$ cat src/rtl/alu_seq_pkg.sv
// alu_seq_pkg: shared constants for the ALU sequencer.
// Opcodes, instruction field positions and FSM state encoding.
package alu_seq_pkg;

   localparam logic [2:0] OP_ADD = 3'b000;
   localparam logic [2:0] OP_SUB = 3'b001;
   localparam logic [2:0] OP_AND = 3'b010;
   localparam logic [2:0] OP_OR  = 3'b011;
   localparam logic [2:0] OP_XOR = 3'b100;
   localparam logic [2:0] OP_BEQ = 3'b101;
   localparam logic [2:0] OP_BNE = 3'b110;
   localparam logic [2:0] OP_SYS = 3'b111;

   localparam int OP_HI    = 15;
   localparam int OP_LO    = 13;
   localparam int MODE_BIT = 12;
   localparam int F1_HI    = 11;
   localparam int F1_LO    = 10;
   localparam int F2_HI    = 9;
   localparam int F2_LO    = 8;
   localparam int F3_HI    = 7;
   localparam int F3_LO    = 6;

   typedef enum logic [2:0] {
      ST_IDLE,
      ST_FETCH,
      ST_DECODE,
      ST_EXEC,
      ST_WB,
      ST_HALTED
   } state_t;

   function automatic logic is_branch(input logic [2:0] op);
      return (op == OP_BEQ) || (op == OP_BNE);
   endfunction

endpackage

$ cat src/rtl/alu_seq_regfile.sv
// alu_seq_regfile: 4 x 4-bit register file.
// Two operand read ports, one debug read port, one write port.
module alu_seq_regfile
   import alu_seq_pkg::*;
(
   input  logic       i_clk,
   input  logic       i_rst,
   input  logic       i_we,
   input  logic [1:0] i_wsel,
   input  logic [3:0] i_wdata,
   input  logic [1:0] i_ra_sel,
   input  logic [1:0] i_rb_sel,
   input  logic [1:0] i_dbg_sel,
   output logic [3:0] o_ra,
   output logic [3:0] o_rb,
   output logic [3:0] o_dbg
);

   logic [3:0] r_mem [4];

   // register storage, cleared by reset, written on i_we
   always_ff @(posedge i_clk or posedge i_rst) begin
      if (i_rst) begin
         for (int i = 0; i < 4; i++) r_mem[i] <= '0;
      end else if (i_we) begin
         r_mem[i_wsel] <= i_wdata;
      end
   end

   assign o_ra  = r_mem[i_ra_sel];
   assign o_rb  = r_mem[i_rb_sel];
   assign o_dbg = r_mem[i_dbg_sel];

endmodule

$ cat src/rtl/alu_seq_ctrl.sv
// alu_seq_ctrl: multi-cycle fetch/decode/exec/writeback sequencer
// driving an external combinational ALU.
module alu_seq_ctrl
   import alu_seq_pkg::*;
#(
   parameter int PC_W = 4
) (
   input  logic            i_clk,
   input  logic            i_rst,
   input  logic            i_start,
   output logic            o_imem_req,
   output logic [PC_W-1:0] o_imem_addr,
   input  logic            i_imem_valid,
   input  logic [15:0]     i_imem_data,
   output logic [3:0]      o_alu_a,
   output logic [3:0]      o_alu_b,
   output logic [2:0]      o_alu_op,
   input  logic [3:0]      i_alu_result,
   input  logic            i_alu_zero,
   output logic            o_busy,
   output logic            o_halted,
   input  logic [1:0]      i_dbg_sel,
   output logic [3:0]      o_dbg_data
);

   state_t          r_state;
   state_t          w_next;
   logic [PC_W-1:0] r_pc;
   logic [15:0]     r_ir;
   logic [3:0]      r_alu_a;
   logic [3:0]      r_alu_b;
   logic [2:0]      r_alu_op;
   logic [3:0]      r_res;
   logic            r_zero;

   logic [2:0]      w_op;
   logic            w_mode;
   logic [1:0]      w_f1;
   logic [1:0]      w_f2;
   logic [1:0]      w_f3;
   logic            w_is_alu;
   logic            w_is_br;
   logic            w_is_ldi;
   logic            w_is_halt;
   logic [1:0]      w_ra_sel;
   logic [1:0]      w_rb_sel;
   logic [3:0]      w_ra;
   logic [3:0]      w_rb;
   logic            w_we;
   logic [3:0]      w_wdata;
   logic [PC_W-1:0] w_pc_nxt;
   logic            w_unused;

   assign w_op      = r_ir[OP_HI:OP_LO];
   assign w_mode    = r_ir[MODE_BIT];
   assign w_f1      = r_ir[F1_HI:F1_LO];
   assign w_f2      = r_ir[F2_HI:F2_LO];
   assign w_f3      = r_ir[F3_HI:F3_LO];
   assign w_is_alu  = (w_op <= OP_XOR);
   assign w_is_br   = is_branch(w_op);
   assign w_is_ldi  = (w_op == OP_SYS) && !w_mode;
   assign w_is_halt = (w_op == OP_SYS) && w_mode;
   assign w_unused  = ^r_ir[5:4];

   // ALU ops read f2/f3; branches (and SYS) read f1/f2
   assign w_ra_sel = w_is_alu ? w_f2 : w_f1;
   assign w_rb_sel = w_is_alu ? w_f3 : w_f2;

   assign w_we    = (r_state == ST_WB) && (w_is_alu || w_is_ldi);
   assign w_wdata = w_is_ldi ? r_ir[3:0] : r_res;

   assign w_pc_nxt = (w_is_br && r_zero) ? r_ir[PC_W-1:0]
                                         : r_pc + PC_W'(1);

   alu_seq_regfile u_rf (
      .i_clk     (i_clk),
      .i_rst     (i_rst),
      .i_we      (w_we),
      .i_wsel    (w_f1),
      .i_wdata   (w_wdata),
      .i_ra_sel  (w_ra_sel),
      .i_rb_sel  (w_rb_sel),
      .i_dbg_sel (i_dbg_sel),
      .o_ra      (w_ra),
      .o_rb      (w_rb),
      .o_dbg     (o_dbg_data)
   );

   // state register
   always_ff @(posedge i_clk or posedge i_rst) begin
      if (i_rst) r_state <= ST_IDLE;
      else       r_state <= w_next;
   end

   // next state and status outputs
   always_comb begin
      w_next     = r_state;
      o_imem_req = 1'b0;
      o_busy     = 1'b1;
      o_halted   = 1'b0;
      unique case (r_state)
         ST_IDLE: begin
            o_busy = 1'b0;
            if (i_start) w_next = ST_FETCH;
         end
         ST_HALTED: begin
            o_busy   = 1'b0;
            o_halted = 1'b1;
            if (i_start) w_next = ST_FETCH;
         end
         ST_FETCH: begin
            o_imem_req = 1'b1;
            if (i_imem_valid) w_next = ST_DECODE;
         end
         ST_DECODE: w_next = ST_EXEC;
         ST_EXEC:   w_next = ST_WB;
         ST_WB:     w_next = w_is_halt ? ST_HALTED : ST_FETCH;
         default:   w_next = ST_IDLE;
      endcase
   end

   // datapath registers: PC, IR, ALU drive and result latches
   always_ff @(posedge i_clk or posedge i_rst) begin
      if (i_rst) begin
         r_pc     <= '0;
         r_ir     <= '0;
         r_alu_a  <= '0;
         r_alu_b  <= '0;
         r_alu_op <= '0;
         r_res    <= '0;
         r_zero   <= 1'b0;
      end else begin
         case (r_state)
            ST_IDLE, ST_HALTED: begin
               if (i_start) r_pc <= '0;
            end
            ST_FETCH: begin
               if (i_imem_valid) r_ir <= i_imem_data;
            end
            ST_DECODE: begin
               r_alu_a  <= w_ra;
               r_alu_b  <= w_rb;
               r_alu_op <= w_op;
            end
            ST_EXEC: begin
               r_res  <= i_alu_result;
               r_zero <= i_alu_zero;
            end
            ST_WB: begin
               if (!w_is_halt) r_pc <= w_pc_nxt;
            end
            default: ;
         endcase
      end
   end

   assign o_imem_addr = r_pc;
   assign o_alu_a     = r_alu_a;
   assign o_alu_b     = r_alu_b;
   assign o_alu_op    = r_alu_op;

endmodule
$ cat config.mk
export PLATFORM = sky130hd
export DESIGN_NAME = alu_seq_ctrl
export DESIGN_NICKNAME = d
export VERILOG_FILES = /design/src/rtl/alu_seq_pkg.sv /design/src/rtl/alu_seq_regfile.sv /design/src/rtl/alu_seq_ctrl.sv
export SDC_FILE = /design/constraint.sdc
export NUM_CORES = 1
export LEC_CHECK = 0
export CAP_MARGIN = 20
export CORE_MARGIN = 3
export CORE_UTILIZATION = 35
export CTS_BUF_LIST = sky130_fd_sc_hd__clkbuf_8
export DETAILED_ROUTE_END_ITERATION = 12
export PLACE_DENSITY = 0.62
export SYNTH_ARGS = -nofsm -noshare
export SYNTH_HDL_FRONTEND = slang
export SYNTH_HIERARCHICAL = 1
export SYNTH_SLANG_ARGS = --single-unit
$ cat constraint.sdc
create_clock -name i_clk -period 3.43 [get_ports i_clk]
set_clock_uncertainty 0.05 [all_clocks]
set_input_delay 0.5145 -clock i_clk [delete_from_list [all_inputs] [get_ports i_clk]]
set_output_delay 0.5145 -clock i_clk [all_outputs]
set_load 0.02 [all_outputs]
* Yosys cells after proc, flatten, opt, wreduce, memory -nomap -nowiden
Index checks and enable logic that the tools add are counted.
** Storage, ports and cells
- Flip-flop bits (word level) :: 55
- Latch bits :: 0
- Memory bits (writable) :: 0
- ROM bits :: 0
- Input bits :: 27
- Word-level logic and storage cells :: 74
- Memories kept :: 0
** Operators by class
- Add/sub/neg operators :: 1
- $mul :: 0
- Div/mod/pow operators :: 0
- $lt $le $gt $ge :: 6
- Equal/unequal tests :: 11
- Shift operators :: 0
- Mux-type cells :: 26
- Bitwise logic cells :: 4
- Reduce and logical (&&, ||, !) cells :: 14
** Operators with widths (number)
- 4-bit 2-to-1 mux :: 11
- 4-bit binary-select mux with 2-bit select :: 3
- 16-bit bitwise mux :: 1
- 3-bit equality test (second input constant) :: 5
- 3-bit case mux with 5 select lines :: 1
- 3-bit >= comparator (second input constant) :: 4
- 2-bit inverter with 3-bit output :: 4
- 3-bit 2-to-1 mux :: 3
- 4-bit demux with 2-bit select :: 1
- 4-bit case mux with 2 select lines :: 1
- 3-bit by 2-bit equality test with 1-bit output (second input constant) :: 2
- 1-bit logical AND :: 5
- 4-bit by 1-bit adder with 4-bit output (second input constant) :: 1
- 2-bit 2-to-1 mux :: 2
- 2-bit != test (second input constant) :: 2
- 2-bit AND reduction :: 2
- 3-bit by 1-bit equality test with 1-bit output (second input constant) :: 1
- 3-bit less-or-equal comparator (second input constant) :: 1
- 3-bit zero test :: 1
- 3-bit by 1-bit less-than comparator with 1-bit output (second input constant) :: 1
- 1-bit 2-to-1 mux :: 3
- 3-bit AND reduction :: 1
- 1-bit logical OR :: 2
- 2-bit by 1-bit != test with 1-bit output (second input constant) :: 1
- other kinds (3) :: 3

* Logic depth before layout (Yosys ltp)
- Word-level depth :: 6
- Mapped depth :: 6

* Modules after synthesis
Netlist, hierarchy kept.
** By module, submodules not included
- alu_seq_ctrl :: times used 1, cells each 134, area an instance 1811.7 um^2
- alu_seq_regfile :: times used 1, cells each 49, area an instance 904.6 um^2

* Least setup slack after synthesis
Ideal clock, no wire load.
- Path kind :: register to register
- Start :: reg r_ir[14]
- End :: reg r_alu_a[1], in the netlist o_alu_a[1]
- Library setup time :: 0.125 ns
- Arrival time :: 1.869 ns
- Data required time :: 3.255 ns
- Path slack :: 1.386 ns
- Cell stages (with the launch flop) :: 5
- Buffers on the path :: 0
- Cells stage by stage :: dfrtp_1 o21ai_1 mux2_2 mux4_1 mux2_2
** Between the ends
- Word-level cells in the longest chain between the ends :: 6
** Ends and longest elaborated chain
- start: declaration :: line alu_seq_ctrl.sv:29 : logic [15:0] r_ir;
- start signal: assignment :: line alu_seq_ctrl.sv:138 : if (i_imem_valid) r_ir <= i_imem_data;
- 3-bit less-or-equal comparator :: line alu_seq_ctrl.sv:59 : assign w_is_alu = (w_op <= OP_XOR);
- 2-bit 2-to-1 mux :: line alu_seq_ctrl.sv:66 : assign w_ra_sel = w_is_alu ? w_f2 : w_f1;
- via w_ra_sel[0] :: line alu_seq_ctrl.sv:45 : logic [1:0] w_ra_sel;
- 2-bit inverter with 3-bit output (not written as such) :: line alu_seq_regfile.sv:30 : assign o_ra = r_mem[i_ra_sel];
- 4-bit binary-select mux with 2-bit select :: line alu_seq_regfile.sv:30
- 4-bit 2-to-1 mux (not written as such) (2 in a row) :: line alu_seq_regfile.sv:30
- via w_ra[1] :: line alu_seq_ctrl.sv:47 : logic [3:0] w_ra;
- end signal: assignment :: line alu_seq_ctrl.sv:141 : r_alu_a <= w_ra;
- end: declaration :: line alu_seq_ctrl.sv:30 : logic [3:0] r_alu_a;
The timed path passes the listed nets, and every way through them passes these cells. The select of a mux whose other input is x is not followed.
A chain may end at the register's enable or synchronous reset.

* Worst setup path after layout
- Start :: in i_dbg_sel[0]
- End :: out o_dbg_data[3]
** Between the ends
- Word-level cells in the longest chain between the ends :: 4
** Ends and longest elaborated chain
- start: declaration :: line alu_seq_ctrl.sv:22 : input logic [1:0] i_dbg_sel,
- 2-bit inverter with 3-bit output (not written as such) :: line alu_seq_regfile.sv:32 : assign o_dbg = r_mem[i_dbg_sel];
- 4-bit binary-select mux with 2-bit select :: line alu_seq_regfile.sv:32
- 4-bit 2-to-1 mux (not written as such) (2 in a row) :: line alu_seq_regfile.sv:32
- end: declaration :: line alu_seq_ctrl.sv:23 : output logic [3:0] o_dbg_data
Every way passes these cells. The select of a mux whose other input is x is not followed.

==> reports/qor.yml <==
track_usage_pct: 13.3
internal_power_mw: 2.00
cp-startpoint: "i_dbg_sel[0]"
relSlewSlack_pct: 47.2
grt_pass1_vias: 1639
r2r_cells: 4
hold_viol_final: 0
postRouteAntennaNets: 0
ys_async_sr_fraction_pct: 100
num_antenna_cells: 0
cap_violations: 0
clock-sinks: 53
seqPwrFrac_pct: 38.2
yosysTopAreaCell: "dfrtp_1"
yosysWarnings: 6
layout-drive-gt1-share_pct: 33.2
rows: 31
synth_top_area_share_pct: 48.8
drv_slew: 0
port_buffers: 46
clk_pin_slew_ns: 0.09
crit_chain: "clkdlybuf4s50_1, mux4_1, clkdlybuf4s50_1"
crit_path_top_delay_cell: "clkdlybuf4s50_1"
min_period_ns: 2.82
cts_tree: "yes"
cts_resized: 0
worst_path_dominant_cell_family: "buffers and inverters"
yosys-top-cells-count: "dfrtp_1, mux2_2, mux2_4"
cpMostUsedCell: "clkdlybuf4s50_1"
post-place-ws_ns: 0.602
leakagePower_nw: 1.43
power.switching_mw: 1.09
coreArea_um2: 7410
worst_hold_path_type: "reg2reg"
fin_crit_sh_pct: 82.1
r2r_start: "r_ir[14]"
die_h_um: 94.1
cts_buffers: 5
dieArea_um2: 8850
cp.arrival_ns: 2.25
firstDrtPassIters: 4
synth-seq-cells: 53
root_buffer: "clkbuf_8"
run_status: "completed"
swShare_pct: 35.2
grt_pass1_wl_um: 9000
fmax_mhz: 355
cp_num_cells: 3
critPathCaptureType: "output pin"
crit_end: "o_dbg_data[3]"
yosys.cell_types.count: 41
area_growth_pct: 23.8
ys_seq_area_share_pct: 48.8
instances_no_fill: 331
dp_hpwl_um: 4020
io_pins: 49
grt_max_degree: 20
r2r-end: "o_alu_b[0]"
clock_latency_ns: 0.30
via_per_inst: 5.08
fin_ws_ns: 0.615
ir_drop_v: 0.000288
remaining_drc_errors: 0
rsz0062_at_grt: "no"
pwr-share-comb_pct: 47.6
grt_antenna_before_repair: 0
syn-cell-area_um2: 2720
whs_ns: 0.457
h-tree-depth: 2
cts_max_path_buffers: 2
crit_path_start_kind: "input pin"
yosysMostFrequentCell: "dfrtp_1"
die_w_um: 94.1
ys_top_cells_by_area: "dfrtp_1, mux2_2, mux4_2"
cts_hold_buf: 0
initial_utilization_pct: 36.7
dp.cells: 323
r2r_setup_slack_ns: 1.23
power_frac_clock_pct: 14.2
overflow: 0
drt_wl_total_um: 5340
post_cts.repair.setup_buffers: 0
avgSynthCellArea_um2: 14.8
first_iter_violations: 107
cp.required_ns: 2.87
gp_congestion: 0.752
critPathMaxStageDelay_ns: 0.60
p_per_area_nw_per_um2: 917
netlist_instances: 183
wl_per_cell_um: 16.1
synth_edf_count: 0
path_class: "in2out"
synth_top_flop_cell: "dfrtp_1"
tns_ns: 0
setup_violations: 0
crit_path_max_fanout: 4
tightest_slew_ns: 0.791
synth_fp_nets: 211
vias: 1682
nNetsFinal: 259
cp.buffers_inverters: 2
through the flow:
| stage | utilization [%] | instance area, um^2 | power [mW] |
|---|---|---|---|
| 6_report | 45.4 | 3360 | 3.08 |
| 5_1_grt | 45.4 | 3360 | 3.30 |
| 4_1_cts | 45.4 | 3360 | 3.12 |
| 3_5_place_dp | 43.8 | 3250 | 2.68 |
| 3_3_place_gp | 43.8 | 3250 | 2.65 |
| 2_1_floorplan | - | 2720 | 2.24 |
worst min path at each step:
stage	startpoint	to	slack [ns]	cells after the start
global placement	r_res[1]	r_res[1]	0.43	1
finish	r_zero	r_zero	0.46	1
floorplan	i_rst	u_rf/r_mem[0]	0.38	1
CTS	r_zero	r_zero	0.46	1
detailed placement	r_res[1]	r_res[1]	0.44	1
global route	r_res[1]	r_res[1]	0.48	1
layout by cell type (no fill, tap or decap), drive strengths merged, types with 2 or more instances in the layout:
| master | instances |
|---|---|
| a211o | 4 |
| mux4 | 12 |
| nor2b | 3 |
| a21oi | 6 |
| and2 | 4 |
| nor3 | 2 |
| clkbuf | 6 |
| o2bb2ai | 2 |
| nand3 | 7 |
| mux2 | 54 |
| o21ai | 3 |
| nor2 | 2 |
| and3 | 2 |
| dfrtp | 53 |
| nand3b | 2 |
| inv | 6 |
| clkdlybuf4s50 | 46 |
| nand2 | 3 |
power by group through the flow:
stage                     clock, mW  sequential, mW  combinational, mW
after global placement            0            1.19               1.46
after floorplan                   0            1.17               1.07
after detailed placement          0            1.19               1.48
final                         0.437            1.18               1.47
after CTS                     0.451            1.18               1.49
after global routing          0.474            1.23               1.59
state kept, by name (all words and copies together) (netlist names):
register	flops
u_rf/r_mem	16
r_ir	14
r_res	4
o_alu_op	3
o_imem_addr	4
o_alu_a	4
r_zero	1
r_state	3
o_alu_b	4
per-layer routing:
metal	vias to the layer above	global-route usage (%)	routed length (um)
li1	791	-	-
met4	0	4.69	83
met5	-	0	0
met3	5	2.40	187
met1	853	19.6	2610
met2	33	19.5	2450
cells by family (layout without fill, tap and decap cells):
family          count (synthesis)  after routing  synth area share [%]
mux                            67             67                  34.5
flops                          53             53                  48.8
simple gates                   32             32                  8.11
compound gates                 17             17                  4.19
buf+inv                        11             60                  2.99
xor+xnor                        2              2                 0.921
fa+ha+maj                       1              1                 0.461
final cells by class:
| type | count | area [um^2] |
|---|---|---|
| Multi-Input combinational cell | 119 | 1310 |
| Clock inverter | 2 | 33.8 |
| Inverter | 5 | 18.8 |
| Sequential cell | 53 | 1330 |
| Fill cell | 672 | 4050 |
| Clock buffer | 6 | 82.6 |
| Timing Repair Buffer | 47 | 468 |
| Tap cell | 99 | 124 |
(Power assumes the default switching activity.)
